<file path="src/rtl/apb_mem_subsystem.sv">
`default_nettype none
// ============================================================================
// Module      : apb_mem_subsystem
// Description : APB master FSM driven by a simple request port, bridged to a
//               word-addressed register memory slave with programmable wait
//               states and PSLVERR on out-of-range accesses. Back-to-back
//               transfers are supported by capturing a new request on the
//               completion edge.
//               Optional feature macro: APB_PSTRB_EN (adds WRITE_STRB byte
//               lane enables for writes).
// Revision    : 1.0 - initial parametrised release
// ============================================================================
module apb_mem_subsystem #(
    parameter int ADDR_W      = 32,
    parameter int DATA_W      = 32,
    parameter int DEPTH       = 16,
    parameter int WAIT_CYCLES = 0
) (
    input  logic                PCLK,
    input  logic                PRESET,
    input  logic                PTRANSFER,
    input  logic [ADDR_W-1:0]   ADDRESS,
    input  logic [DATA_W-1:0]   WRITE_DATA,
    input  logic                WRITE_EN,
`ifdef APB_PSTRB_EN
    input  logic [DATA_W/8-1:0] WRITE_STRB,
`endif
    output logic [DATA_W-1:0]   READ_DATA,
    output logic                XFER_DONE,
    output logic                XFER_ERR,
    output logic                BUSY,
    output logic                PSEL,
    output logic                PENABLE
);

    localparam int c_LANES = DATA_W / 8;
    localparam int c_OFF_W = $clog2(c_LANES);
    localparam int c_IDX_W = $clog2(DEPTH);
    // First byte address beyond the memory; one extra bit so it always fits.
    localparam logic [ADDR_W:0] c_MEM_BYTES = (ADDR_W + 1)'(DEPTH * c_LANES);
    localparam logic [7:0]      c_WAIT_LOAD = 8'(WAIT_CYCLES);

    typedef enum logic [1:0] {
        ST_IDLE   = 2'd0,
        ST_SETUP  = 2'd1,
        ST_ACCESS = 2'd2
    } state_t;

    state_t               r_state;
    state_t               w_state_nxt;

    logic [ADDR_W-1:0]    r_addr;
    logic [DATA_W-1:0]    r_wdata;
    logic                 r_write;
    logic [c_LANES-1:0]   r_strb;
    logic [7:0]           r_wait_cnt;
    logic [DATA_W-1:0]    r_mem [DEPTH];

    logic [c_LANES-1:0]   w_strb_in;
    logic [DATA_W-1:0]    w_wmask;
    logic [c_IDX_W-1:0]   w_idx;
    logic                 w_pready;
    logic                 w_pslverr;
    logic                 w_complete;
    logic                 w_capture;

`ifdef APB_PSTRB_EN
    assign w_strb_in = WRITE_STRB;
`else
    assign w_strb_in = '1;
`endif

    // Slave side: ready once the wait counter has drained, error when the
    // captured address lies beyond the memory.
    assign w_pready   = (r_wait_cnt == 8'd0);
    assign w_pslverr  = ({1'b0, r_addr} >= c_MEM_BYTES);
    assign w_idx      = r_addr[c_OFF_W +: c_IDX_W];
    assign w_complete = (r_state == ST_ACCESS) && w_pready;
    assign w_capture  = PTRANSFER && ((r_state == ST_IDLE) || w_complete);

    // Expand the captured byte strobes into a bit mask.
    for (genvar i = 0; i < c_LANES; i++) begin : g_lane_mask
        assign w_wmask[8*i +: 8] = {8{r_strb[i]}};
    end

    // Master state register.
    always_ff @(posedge PCLK or negedge PRESET) begin
        if (!PRESET) begin
            r_state <= ST_IDLE;
        end else begin
            r_state <= w_state_nxt;
        end
    end

    // Next-state decode and APB control outputs.
    always_comb begin
        w_state_nxt = r_state;
        PSEL        = 1'b0;
        PENABLE     = 1'b0;
        BUSY        = 1'b0;
        case (r_state)
            ST_IDLE: begin
                if (PTRANSFER) begin
                    w_state_nxt = ST_SETUP;
                end
            end
            ST_SETUP: begin
                PSEL        = 1'b1;
                BUSY        = 1'b1;
                w_state_nxt = ST_ACCESS;
            end
            ST_ACCESS: begin
                PSEL    = 1'b1;
                PENABLE = 1'b1;
                BUSY    = 1'b1;
                if (w_pready) begin
                    // A request present on the completion edge skips IDLE.
                    w_state_nxt = PTRANSFER ? ST_SETUP : ST_IDLE;
                end
            end
            default: begin
                w_state_nxt = ST_IDLE;
            end
        endcase
    end

    // Request capture; requests arriving mid-transfer are dropped.
    always_ff @(posedge PCLK or negedge PRESET) begin
        if (!PRESET) begin
            r_addr  <= '0;
            r_wdata <= '0;
            r_write <= 1'b0;
            r_strb  <= '0;
        end else if (w_capture) begin
            r_addr  <= ADDRESS;
            r_wdata <= WRITE_DATA;
            r_write <= WRITE_EN;
            r_strb  <= w_strb_in;
        end
    end

    // Slave wait-state counter: loaded entering ACCESS, drains while in it.
    always_ff @(posedge PCLK or negedge PRESET) begin
        if (!PRESET) begin
            r_wait_cnt <= 8'd0;
        end else if (r_state == ST_SETUP) begin
            r_wait_cnt <= c_WAIT_LOAD;
        end else if ((r_state == ST_ACCESS) && (r_wait_cnt != 8'd0)) begin
            r_wait_cnt <= r_wait_cnt - 8'd1;
        end
    end

    // Memory array: cleared on reset, masked write on an in-range completion.
    always_ff @(posedge PCLK or negedge PRESET) begin
        if (!PRESET) begin
            for (int i = 0; i < DEPTH; i++) begin
                r_mem[i] <= '0;
            end
        end else if (w_complete && r_write && !w_pslverr) begin
            r_mem[w_idx] <= (r_mem[w_idx] & ~w_wmask) | (r_wdata & w_wmask);
        end
    end

    // Completion results: read data, done pulse and error flag.
    always_ff @(posedge PCLK or negedge PRESET) begin
        if (!PRESET) begin
            READ_DATA <= '0;
            XFER_DONE <= 1'b0;
            XFER_ERR  <= 1'b0;
        end else begin
            XFER_DONE <= w_complete;
            XFER_ERR  <= w_complete && w_pslverr;
            if (w_complete && !r_write) begin
                READ_DATA <= w_pslverr ? '0 : r_mem[w_idx];
            end
        end
    end

endmodule
`default_nettype wire
</file>
<file path="config.mk">
export PLATFORM = sky130hd
export DESIGN_NAME = apb_mem_subsystem
export DESIGN_NICKNAME = d
export VERILOG_FILES = /design/src/rtl/apb_mem_subsystem.sv
export SDC_FILE = /design/constraint.sdc
export NUM_CORES = 1
export LEC_CHECK = 0
export BUFFER_PORTS_ARGS = -buffer_cell sky130_fd_sc_hd__buf_2
export CORE_MARGIN = 2
export CORE_UTILIZATION = 45
export DETAILED_ROUTE_END_ITERATION = 8
export GPL_TIMING_DRIVEN = 0
export PLACE_DENSITY = 0.57
export SLEW_MARGIN = 30
export SYNTH_ARGS = -nofsm -noshare
export SYNTH_HDL_FRONTEND = slang
export SYNTH_SLANG_ARGS = --single-unit
export TNS_END_PERCENT = 10
</file>
<file path="constraint.sdc">
create_clock -name PCLK -period 3.65 [get_ports PCLK]
set_input_delay 0.1825 -clock PCLK [delete_from_list [all_inputs] [get_ports PCLK]]
set_output_delay 0.1825 -clock PCLK [all_outputs]
set_load 0.02 [all_outputs]
</file>
==> impl_metrics.ini, run 1 <==
[status]
outcome = complete, no violations

[setup_path]
critPathMaxFanout = 10
critPathMaxStageDelay_ps = 690
slowest_stage = nor3b_2
reg2reg_depth = 7
worst-setup-path-type = register to register
critPathArrivalTime_ps = 3960
crit_path_start_kind = register
critPathCaptureType = register
path_cells = buf_2 -> and2_1 -> clkbuf_1 -> a22oi_1 -> a32oi_2 -> nor3b_2 -> o21ai_0
worstPathRequired_ps = 4080

[place]
dpl.hpwl_um = 62300
place_congestion = 0.866
port_buffers = 102
placed_area_um2 = 29800

[sta]
grt_setup_unrepaired = yes
fin_crit_sh = 0.968
whs_ps = 186
fmax_ghz = 0.283
skew_ps = 26.5
finalMaxSlewViolations = 0
maxSlewHeadroom = 0.218
final_hold_viol_count = 0
setup-tns-final_ps = 0
worst_pin_slew_ps = 1170
setup_viol = 0
timing.final.crit_period_ps = 3530

[floorplanning]
die-area_um2 = 64200
die_width_um = 253
start_util = 0.454
core_um2 = 61600
die_y_um = 253
rows = 91
io_pins = 105

[routing]
wl_per_cell_um = 22.5
drt-total-wl_um = 84600
routed_via_density = 5.76
dr.pass1.iters = 6
vias = 21700
drt-initial-drc-count = 1789
ant_nets = 0
post-route-drc-count = 0

[final_layout]
fin_nets = 2947
multi_input_area_um2 = 11600
seq_area_um2 = 15500
drive_above_1_share = 0.169
design_area_um2 = 32900
antenna_cells = 0
syn2layout_area_growth_pct = 17.7
nFillCells = 5430

[job]
max_cap_viol_count = 0

[global_routing]
grt_start_max_net_pins = 91
grt_pass1_vias = 21400
antenna_found_initial = 1
track_usage = 0.269
grt_pass1_wl_um = 131000
overflow = 0

[power_and_ir_drop]
irDropWorstVdd_mv = 0.381
total_power_mw = 21.3
leakagePower_nw = 14.8
pwr_density_cell_nw_per_um2 = 647

[clocking]
clkTransAtPathRegs_ps = 60
cts_sinks = 620
insertion_delay_ps = 610
clock-root-buffer = clkbuf_16
tritoncts = done
clk_path_buf_depth = 3
h-tree-depth = 3
numCtsBuffers = 70

[worst_hold_path]
hold_path.class = input port to async pin

[yosys]
synth_seq_area_share = 0.555
async_reset_ff_frac = 1.00
synthFlopType = dfrtp_1
synth_cell_types = 53
synth_area_per_cell_um2 = 10.7
synth_edf_count = 0
ys_ff_latch = 620
netlist_area_um2 = 28000
yosys_warnings = 0
syn_inst = 2625
syn_nets = 2699
==> logic make-up (layout without fill, tap and decap cells) <==
group / after synthesis / in the layout / synth area share
AO/OA/AOI/OAI: 758 / 758 / 0.154
adder cells (fa/ha/maj): 6 / 6 / 0.00268
buffers and inverters: 205 / 505 / 0.0344
multiplexers: 354 / 354 / 0.147
flip-flops: 620 / 620 / 0.555
XOR/XNOR: 7 / 7 / 0.00219
AND/OR/NAND/NOR: 675 / 675 / 0.105
==> Yosys cell counts (18+ instances only) <==
cell type,n,share of area
a21oi_1,18,0.0032
dfrtp_1,620,0.55
a32oi_1,19,0.0059
mux2i_1,202,0.072
nand2_1,551,0.074
o21ai_0,530,0.095
clkbuf_1,145,0.019
o22ai_1,85,0.019
nor3b_2,18,0.0081
buf_2,22,0.0039
a22oi_1,38,0.010
nor2_1,27,0.0036
mux2_2,118,0.048
mux4_2,34,0.027
==> layer usage <==
layer / vias up / track usage / share of wire
met5: - / 0 / 0
met4: 0 / 0.0877 / 0.028
met3: 122 / 0.0434 / 0.068
met2: 734 / 0.417 / 0.46
met1: 11000 / 0.386 / 0.45
li1: 9828 / - / -
==> cell usage in the layout (no fill, tap or decap), drive strengths merged, types with 3 or more instances in the layout <==
cell type    count
a2111oi         16
a21bo            9
a21o            16
a21oi           18
a22oi           38
a32oi           19
buf            161
bufinv           3
clkbuf         259
clkinv           6
dfrtp          620
dlygate4sd3     65
ha               6
inv             11
mux2           118
mux2i          202
mux4            34
nand2          551
nand2b           7
nand3            9
nand4           16
nor2            27
nor2b            4
nor3             5
nor3b           31
nor4             9
o21ai          538
o22ai           85
o31a            12
or2              6
xnor2            3
xor2             4
==> registers in the layout, indices dropped and copies added (netlist names) <==
register	cells
r_wdata	32
XFER_ERR	1
READ_DATA	32
r_mem	512
XFER_DONE	1
r_write	1
r_state	2
r_strb	1
r_addr	30
r_wait_cnt	8
==> path summary, 6_finish.rpt <==
kind	start	endpoint	slack, ps
worst max-delay path	r_addr[3]	r_mem[47]	120
worst min-delay path	PRESET	r_mem[100]	190
worst max register to register	r_addr[3]	r_mem[47]	120
worst min register to register	READ_DATA[30]	READ_DATA[30]	470
max in group asynchronous	PRESET	r_mem[207]	1430
min in group PCLK	ADDRESS[25]	r_addr[25]	330
==> power breakdown <==
part           internal [mW]  switching, mW
logic                   2.29           4.24
clock network           4.36           2.81
registers               7.25          0.331
total                   13.9           7.38
==> worst max-delay path, delay by kind of cell (launching register included) <==
| family | cells | cell delay, ps |
|---|---|---|
| buffers and inverters | 2 | 850 |
| DFF | 1 | 380 |
| AOI/OAI and AO/OA | 3 | 1230 |
| and+or+nand+nor | 2 | 880 |
==> what timing repair did <==
item,4_1_cts,5_1_grt
hold endpoints to repair,146,0
cloned,0,0
setup endpoints to repair,8,115
setup buffers,0,0
hold buffers,65,0
gates resized for setup,1,12
==> final cells by class <==
type                       instances  area share
buffer                           196      0.0282
clock buffer                     113      0.0674
clock inverter                    11     0.00452
inverter                           9     0.00103
multi-input combinational       1800       0.354
sequential                       620       0.471
tap                              837      0.0318
timing repair buffer             176      0.0417
==> stage by stage <==
step           instances   util  setup slack [ps]
2_1_floorplan       2625      -              1340
3_3_place_gp        3564  0.479            -10160
3_5_place_dp        3571  0.483             -48.3
4_1_cts             3760  0.532              44.0
5_1_grt             3762  0.534             -2.64
6_report            3762  0.534               116
Power figures use the tool's default switching activity.
==> run 2, diff against run 1 <==
Settings changed: RECOVER_POWER set to 50.
==> run 2 against run 1 <==
The run now ends with max-capacitance violations, max-slew violations left. Cell count unchanged. Design area down 0.36%. Die area unchanged. Global-route usage unchanged. Via count up 0.42%. Critical path type unchanged.
==> impl_metrics.ini, run 2 (synthesis gave the netlist of run 1 again) <==
[routing]
routed_via_density = 5.79
dr.pass1.iters = 5
wl_per_cell_um = 22.5
drt-total-wl_um = 84800
drt-initial-drc-count = 1825
ant_nets = 0
post-route-drc-count = 0
vias = 21800

[setup_path]
worst-setup-path-type = register to register
crit_path_start_kind = register
critPathCaptureType = register
worstReg2RegStart = r_addr[3]
rr_endpoint = r_mem[41]
critPathMaxFanout = 10
critPathArrivalTime_ps = 3960
r2r_slack_ps = 150
worstPathRequired_ps = 4100
reg2reg_depth = 7

[floorplanning]
core_um2 = 61600
rows = 91
die_width_um = 253
die-area_um2 = 64200
die_y_um = 253
start_util = 0.454
io_pins = 105

[place]
place_congestion = 0.866
placed_area_um2 = 29800
dpl.hpwl_um = 62300
port_buffers = 102
pre_cts_slack_ps = -48.3

[global_routing]
antenna_found_initial = 1
grt_start_max_net_pins = 91
grt_pass1_wl_um = 131000
grt_pass1_vias = 21400
overflow = 0
track_usage = 0.269

[final_layout]
final_common_cell = dfrtp_1
regMostFlops = r_mem
drive_above_1_share = 0.155
design_area_um2 = 32800
largestRegisters = r_mem (512), READ_DATA (32), r_wdata (32)
final_cell_mix = 620 x dfrtp_1, 551 x nand2_1, 530 x o21ai_0
antenna_cells = 0
syn2layout_area_growth_pct = 17.2
fin_nets = 2947
largest_register_ffs = 512

[power_and_ir_drop]
clkPwrFrac = 0.337
seq_power_share = 0.357
pwr-share-comb = 0.306
p_sw_mw = 7.39
power.internal_mw = 13.9
leakagePower_nw = 14.7
irDropWorstVdd_mv = 0.382
pwr_density_cell_nw_per_um2 = 649
p_sw_frac = 0.347
total_power_mw = 21.3

[sta]
fin_crit_sh = 0.960
fin_ws_ps = 148
skew_ps = 25.8
fmax_ghz = 0.286
whs_ps = 172
grt_setup_unrepaired = yes
final_hold_viol_count = 0
worst_pin_slew_ps = 2010
setup_viol = 0
timing.final.crit_period_ps = 3500
finalMaxSlewViolations = 158
maxSlewHeadroom = -0.342

[job]
max_cap_viol_count = 2

[status]
outcome = complete, but fails checks
failed_checks = max-capacitance violations, max-slew violations

[clocking]
cts_sinks = 620
h-tree-depth = 3
numCtsBuffers = 70
insertion_delay_ps = 610
clk_path_buf_depth = 3
clock-root-buffer = clkbuf_16
tritoncts = done
clkTransAtPathRegs_ps = 60

[worst_hold_path]
hold_path.class = input port to async pin
## run 2: area by class of cell
| cell class | instances | area [um^2] |
|---|---|---|
| Tap cell | 837 | 1050 |
| Sequential cell | 620 | 15500 |
| Timing Repair Buffer | 176 | 1260 |
| Clock buffer | 113 | 2220 |
| Fill cell | 5460 | 28800 |
| Clock inverter | 11 | 149 |
| Inverter | 9 | 33.8 |
| Multi-Input combinational cell | 1800 | 11600 |
| Buffer | 196 | 930 |
## run 2: metrics by stage
stage	setup TNS (ps)	util	instances
after floorplan	0	-	2625
after global placement	-6216850	0.479	3564
after detailed placement	-121	0.483	3571
after CTS	0	0.532	3760
after global routing	-2.64	0.532	3762
final	0	0.532	3762
## run 2: power by group through the flow
stage | clock network, mW | logic (mW) | registers, mW
after floorplan | 0 | 4.05 | 7.53
after global placement | 0 | 6.18 | 7.68
after detailed placement | 0 | 6.30 | 7.69
after CTS | 7.30 | 6.38 | 7.57
after global routing | 7.57 | 6.89 | 7.62
final | 7.17 | 6.52 | 7.59
## run 2: worst max path at each step
stage | start | endpoint | slack (ps) | depth (start not counted)
2_1_floorplan | r_wait_cnt[0] | r_addr[10] | 1340 | 9
3_3_place_gp | PRESET | r_mem[145] | -10160 | 1
3_5_place_dp | r_addr[3] | r_mem[47] | -50 | 7
4_1_cts | r_addr[3] | r_mem[310] | 40 | 7
5_1_grt | r_addr[3] | r_mem[87] | -3 | 8
6_report | r_addr[3] | r_mem[41] | 150 | 7
## run 2: worst max-delay path: stages (launching register included)
cell	delay (ps)
dfrtp_1	370
buf_2	270
nor2b_1	200
clkbuf_1	600
a22oi_1	260
a32oi_1	800
nor3b_2	640
o21ai_0	200
## run 2: layer usage
metal | vias up | wire length [um] | GRT usage
li1 | 9840 | - | -
met1 | 11100 | 37700 | 0.386
met2 | 757 | 38900 | 0.417
met3 | 120 | 5930 | 0.0434
met4 | 0 | 2310 | 0.0877
met5 | - | 0 | 0
## run 2: what timing repair did
item | 4_1_cts | 5_1_grt
setup buffers | 0 | 0
hold endpoints to repair | 146 | 0
gates resized for setup | 1 | 12
hold buffers | 65 | 0
setup endpoints to repair | 8 | 115
